==> config.mk <==
export PLATFORM = sky130hd
export DESIGN_NAME = arb_requester
export DESIGN_NICKNAME = d
export VERILOG_FILES = /design/src/rtl/arb_pkg.sv /design/src/rtl/arb_req_fifo.sv /design/src/rtl/arb_requester.sv
export SDC_FILE = /design/constraint.sdc
export NUM_CORES = 1
export LEC_CHECK = 0
export CORE_MARGIN = 8
export CORE_UTILIZATION = 40
export DETAILED_ROUTE_END_ITERATION = 12
export GPL_TIMING_DRIVEN = 0
export SYNTH_ARGS = -nofsm -noshare
export SYNTH_HDL_FRONTEND = slang
export SYNTH_SLANG_ARGS = --single-unit
==> constraint.sdc <==
create_clock -name clk -period 4.4 [get_ports clk]
set_input_delay 0.88 -clock clk [delete_from_list [all_inputs] [get_ports clk]]
set_output_delay 0.88 -clock clk [all_outputs]
set_load 0.05 [all_outputs]
==> src/rtl/arb_pkg.sv <==
// Shared types and width helpers for the arbiter requester agent.
// The optional request timeout is built in with ARB_REQ_TIMEOUT_EN.
package arb_pkg;

    typedef enum logic [1:0] {
        IDLE    = 2'd0,
        REQ     = 2'd1,
        XFER    = 2'd2,
        RELEASE = 2'd3
    } arb_req_state_t;

    // Bits needed to hold values 0..max_val; never less than one bit.
    function automatic int unsigned bits_for(input int unsigned max_val);
        return (max_val == 0) ? 1 : $clog2(max_val + 1);
    endfunction

endpackage

==> src/rtl/arb_req_fifo.sv <==
// Word FIFO buffering local writes until the requester wins a grant.
// Power-of-two depth so pointers wrap naturally; head is the next word to send.
module arb_req_fifo #(
    parameter int unsigned DATA_W = 32,
    parameter int unsigned DEPTH  = 8,
    localparam int unsigned CNT_W = $clog2(DEPTH + 1),
    localparam int unsigned PTR_W = $clog2(DEPTH)
) (
    input  logic              clk,
    input  logic              rst,
    input  logic              push,
    input  logic              pop,
    input  logic [DATA_W-1:0] data,
    output logic [DATA_W-1:0] head,
    output logic [CNT_W-1:0]  count,
    output logic              full,
    output logic              empty
);

    logic [DATA_W-1:0] mem [DEPTH];
    logic [PTR_W-1:0]  wr_ptr;
    logic [PTR_W-1:0]  rd_ptr;
    logic              do_push;
    logic              do_pop;

    assign full    = (count == CNT_W'(DEPTH));
    assign empty   = (count == '0);
    assign do_push = push && !full;
    assign do_pop  = pop && !empty;
    assign head    = mem[rd_ptr];

    always_ff @(posedge clk or posedge rst) begin
        if (rst) begin
            wr_ptr <= '0;
            rd_ptr <= '0;
            count  <= '0;
        end else begin
            if (do_push) begin
                wr_ptr <= wr_ptr + PTR_W'(1);
            end
            if (do_pop) begin
                rd_ptr <= rd_ptr + PTR_W'(1);
            end
            case ({do_push, do_pop})
                2'b10:   count <= count + CNT_W'(1);
                2'b01:   count <= count - CNT_W'(1);
                default: count <= count;
            endcase
        end
    end

    // Storage needs no reset: the pointers alone define what is valid.
    always_ff @(posedge clk) begin
        if (do_push) begin
            mem[wr_ptr] <= data;
        end
    end

endmodule

==> src/rtl/arb_requester.sv <==
// Requester-side agent for one arbiter channel: buffers writes, requests, bursts on grant.
// Define ARB_REQ_TIMEOUT_EN to abandon a request after REQ_TIMEOUT cycles without grant.
import arb_pkg::*;

module arb_requester #(
    parameter int unsigned DATA_W      = 32,
    parameter int unsigned DEPTH       = 8,
    parameter int unsigned MAX_BURST   = 4,
    parameter int unsigned REQ_TIMEOUT = 64
) (
    input  logic              clk,
    input  logic              rst,
    input  logic              wr_valid,
    input  logic [DATA_W-1:0] wr_data,
    output logic              wr_ready,
    output logic              req,
    input  logic              gnt,
    output logic              bus_valid,
    output logic [DATA_W-1:0] bus_data,
    output logic              bus_last,
    input  logic              bus_ready,
    output logic              timeout_err,
    output arb_req_state_t    state
);

    localparam int unsigned CNT_W  = $clog2(DEPTH + 1);
    localparam int unsigned BEAT_W = bits_for(MAX_BURST - 1);

    logic [CNT_W-1:0]  fifo_count;
    logic              fifo_full;
    logic              fifo_empty;
    logic [DATA_W-1:0] fifo_head;
    logic [BEAT_W-1:0] beat;
    logic              push;
    logic              pop;
    logic              burst_end;

    // Handshakes: a write moves on wr_valid && wr_ready, a beat moves on bus_valid && bus_ready;
    // neither side may withdraw a presented beat, so head stays put until the transfer edge.
    assign wr_ready  = !fifo_full;
    assign push      = wr_valid && wr_ready;
    assign bus_valid = (state == XFER) && gnt && !fifo_empty;
    assign burst_end = (beat == BEAT_W'(MAX_BURST - 1));
    assign bus_last  = bus_valid && (burst_end || fifo_count == CNT_W'(1));
    assign bus_data  = fifo_head;
    assign pop       = bus_valid && bus_ready;

    arb_req_fifo #(
        .DATA_W (DATA_W),
        .DEPTH  (DEPTH)
    ) u_fifo (
        .clk   (clk),
        .rst   (rst),
        .push  (push),
        .pop   (pop),
        .data  (wr_data),
        .head  (fifo_head),
        .count (fifo_count),
        .full  (fifo_full),
        .empty (fifo_empty)
    );

`ifdef ARB_REQ_TIMEOUT_EN
    localparam int unsigned TO_W = bits_for(REQ_TIMEOUT - 1);

    logic [TO_W-1:0] wait_cnt;
    logic            timeout_flag;

    assign timeout_err = timeout_flag;
`else
    // Timeout depth only matters when the timeout feature is built in.
    localparam int unsigned unused_req_timeout = REQ_TIMEOUT;

    assign timeout_err = 1'b0;
`endif

    always_ff @(posedge clk or posedge rst) begin
        if (rst) begin
            state <= IDLE;
            req   <= 1'b0;
            beat  <= '0;
`ifdef ARB_REQ_TIMEOUT_EN
            wait_cnt     <= '0;
            timeout_flag <= 1'b0;
`endif
        end else begin
            case (state)
                IDLE: begin
`ifdef ARB_REQ_TIMEOUT_EN
                    wait_cnt <= '0;
`endif
                    if (!fifo_empty) begin
                        state <= REQ;
                        req   <= 1'b1;
                    end
                end
                REQ: begin
                    if (gnt) begin
                        state <= XFER;
                        beat  <= '0;
                    end
`ifdef ARB_REQ_TIMEOUT_EN
                    else if (wait_cnt == TO_W'(REQ_TIMEOUT - 1)) begin
                        state        <= RELEASE;
                        req          <= 1'b0;
                        timeout_flag <= 1'b1;
                    end else begin
                        wait_cnt <= wait_cnt + TO_W'(1);
                    end
`endif
                end
                XFER: begin
                    // A revoked grant ends the tenure; the unsent words retry via IDLE.
                    if (!gnt) begin
                        state <= RELEASE;
                        req   <= 1'b0;
                    end else if (pop) begin
                        beat <= beat + BEAT_W'(1);
                        if (bus_last) begin
                            state <= RELEASE;
                            req   <= 1'b0;
                        end
                    end
                end
                RELEASE: begin
                    // Grant lags our req drop by a cycle; wait it out before re-requesting.
                    if (!gnt) begin
                        state <= IDLE;
                    end
                end
                default: begin
                    state <= IDLE;
                    req   <= 1'b0;
                end
            endcase
        end
    end

endmodule

==> metrics.txt <==
library cells used by synthesis 42; Setup crit start kind flip-flop; pin count of the biggest net entering global routing 25; setup_tns 0 ns; RSZ-0062 raised after global routing false; post-route worst setup slack 0.259 ns; wire per inst ~22 um; Via density 5.26; Worst-path clk slew 0.06 ns; hold path start u_fifo.wr_ptr[0]$_DFFE_PP0P_; gr busiest metal met2; Post-synth ARST share 5.54%; Root Driver clkbuf_16; Power Total 9.29 mW; initial antenna violation count 3; sequential area share after synthesis around 76%; grt total ovfl 0; Post-synth EDFFs 256; die width 179 um; Fin. Hold Viols 0; share of the synthesized area in the top cell type 72.0%; # fillers 2,133; met2 Use GR approximately 22%; Post-DP HPWL between 10,000 and 15,000 um; CP Launch Point u_fifo.rd_ptr[1]$_DFFE_PP0P_; DR pass1 iterations 4; routing usage on met1 between 10% and 20%; dpl ws 0.790 ns; Peak supply drop around 0.00036 V; ANT nets after route 0; vias in the first global route between 5,000 and 6,000; Setup CP Type flip-flop to primary output; CP arrival 3.26 ns; total track usage between 10% and 20%; synthesized cell area approximately 11,000 sq um; first-pass GRT wire length 32,100 um; CP Data Required Time 3.52 ns; post-cts sizing count 0; Avg Inst Size Synth 22.9 sq um; Die Ht 179 um; Pwr Density 712 nW/um^2; Slew Limit Fails 0; crit-path max FO 10; Iteration-0 DRC Markers just under 400; die area 32,200 sq um; site row count 60; syn nets 515; Final nets approximately 630; CTS Buffer Depth 3; Yosys reg bits ~270; Worst Skew 0.00973 ns; Detailed Route WL 20,900 um; Slew HR 40.1%; fin cells around 950; CTS hold repair buffers 0; grt met3 use 2.75%; gp weighted congestion ~0.71; placed cells 896; core area 26,600 sq um; crit end category primary output; Post-Syn Instances 467; RR Startpoint u_fifo.count[0]$_DFFE_PP0P_; layout cells sized above 1 25.3%; postcts setup bufs 0; Area Growth Syn to Fin 22.3%; worst min path class flip-flop to flip-flop; Synth area leader edfxtp_1; H-tree levels 1; Final min period 4.14 ns; io pins 76; Diodes inserted 0; crit share post-route 94.1%; P_leak 4.29 nW; DRC viols 0; Top FF cell, synth edfxtp_1; CTS tree built; TritonCTS buffer count 29; slew at the pin closest to its max-slew limit 0.896 ns; I/O Buffers 74; Max-cap violations 0; Worst-Skew Late Latency 0.54 ns; Initial Util 40.2%; clock sink count 271; outcome complete, no violations; synth warn 0; Fmax 0.241 GHz; vias ~5,000; final setup vio count 0; Area contributors post-synth edfxtp_1 (72%), mux4_2 (9.3%), mux4_1 (4.9%)
[cell usage in the layout (no fill, tap or decap), drive strengths merged, types with 2 or more instances in the layout]
| master | instances |
|---|---|
| nand3b | 2 |
| bufinv | 2 |
| mux2 | 36 |
| dfrtp | 15 |
| o21ai | 5 |
| edfxtp | 256 |
| nand2 | 9 |
| a21oi | 2 |
| mux2i | 2 |
| ha | 11 |
| nor3 | 3 |
| nand2b | 2 |
| buf | 28 |
| clkinv | 7 |
| xnor2 | 4 |
| nand3 | 3 |
| mux4 | 64 |
| clkbuf | 43 |
| nor2 | 10 |
| inv | 9 |
| xor2 | 3 |
| clkdlybuf4s50 | 74 |
| nor3b | 3 |
[metrics by stage]
stage	hold slack [ns]	utilization, %	area (sq um)
after floorplan	0.488	-	10700
after global placement	0.502	44.6	11800
after detailed placement	0.534	45.7	12100
after CTS	0.553	49.1	13100
after global routing	0.587	49.1	13100
final	0.549	49.1	13100
[sequential cells by signal (all words and copies together), names as in the netlist]
register and count:
req 1, u_fifo.wr_ptr 3, state 2, beat 2, u_fifo.rd_ptr 3, u_fifo.count 4
u_fifo.mem 256
[kinds of logic after synthesis]
group	after synthesis	share of synthesized area, %
AOI/OAI and AO/OA	14	0.891
xor gates and xnor gates	7	0.574
adders and majority gates	11	1.29
buffers and inverters	25	1.61
DFF	271	75.5
muxes	102	18.2
other	1	0.0351
and+or+nand+nor	36	1.89
[power by group]
group          switching (mW)  internal, mW
combinational            2.08          1.51
sequential              0.140          3.24
clock                   0.943          1.38
[critical path, cell delays in order, from the launching register on]
cell             delay, ns
dfrtp_1               0.38
buf_2                 0.25
buf_1                 0.67
mux4_2                0.41
mux2_2                0.30
clkdlybuf4s50_1       0.71
[layer usage]
metal,share of wire [%],vias up
met5,0.23,-
met4,2.1,6
met3,5.4,41
met2,49,115
met1,43,2608
li1,-,2206
[area by class of cell]
class	instances	area (sq um)	area share [%]
Timing Repair Buffer	88	981	7.51
Sequential cell	271	8060	61.8
Buffer	19	149	1.14
Multi-Input combinational cell	171	2500	19.1
Clock buffer	38	790	6.05
Tap cell	341	427	3.27
Clock inverter	12	128	0.978
Inverter	6	22.5	0.173
[cell usage after synthesis (3+ instances only)]
master / n
edfxtp_1: 256
mux4_2: 44
mux2_2: 35
mux4_1: 20
dfrtp_1: 15
ha_1: 11
nor2_1: 10
nand2_1: 9
inv_1: 6
clkbuf_1: 5
buf_1: 4
o21ai_0: 4
xnor2_1: 4
buf_2: 3
nand3_1: 3
xor2_1: 3
[path summary, 6_finish.rpt]
check	to	cells after the start	slack (ns)
setup / recovery	bus_data[4]	5	0.26
hold / removal	u_fifo.wr_ptr[0]$_DFFE_PP0P_	2	0.55
setup reg to reg	u_fifo.mem[4][13]$_DFFE_PP_	7	1.67
hold reg to reg	u_fifo.wr_ptr[0]$_DFFE_PP0P_	2	0.55
max in group asynchronous	beat[1]$_DFFE_PP0P_	2	3.27
min in group asynchronous	u_fifo.count[1]$_DFFE_PP0P_	2	0.72
Power figures use the tool's default switching activity.
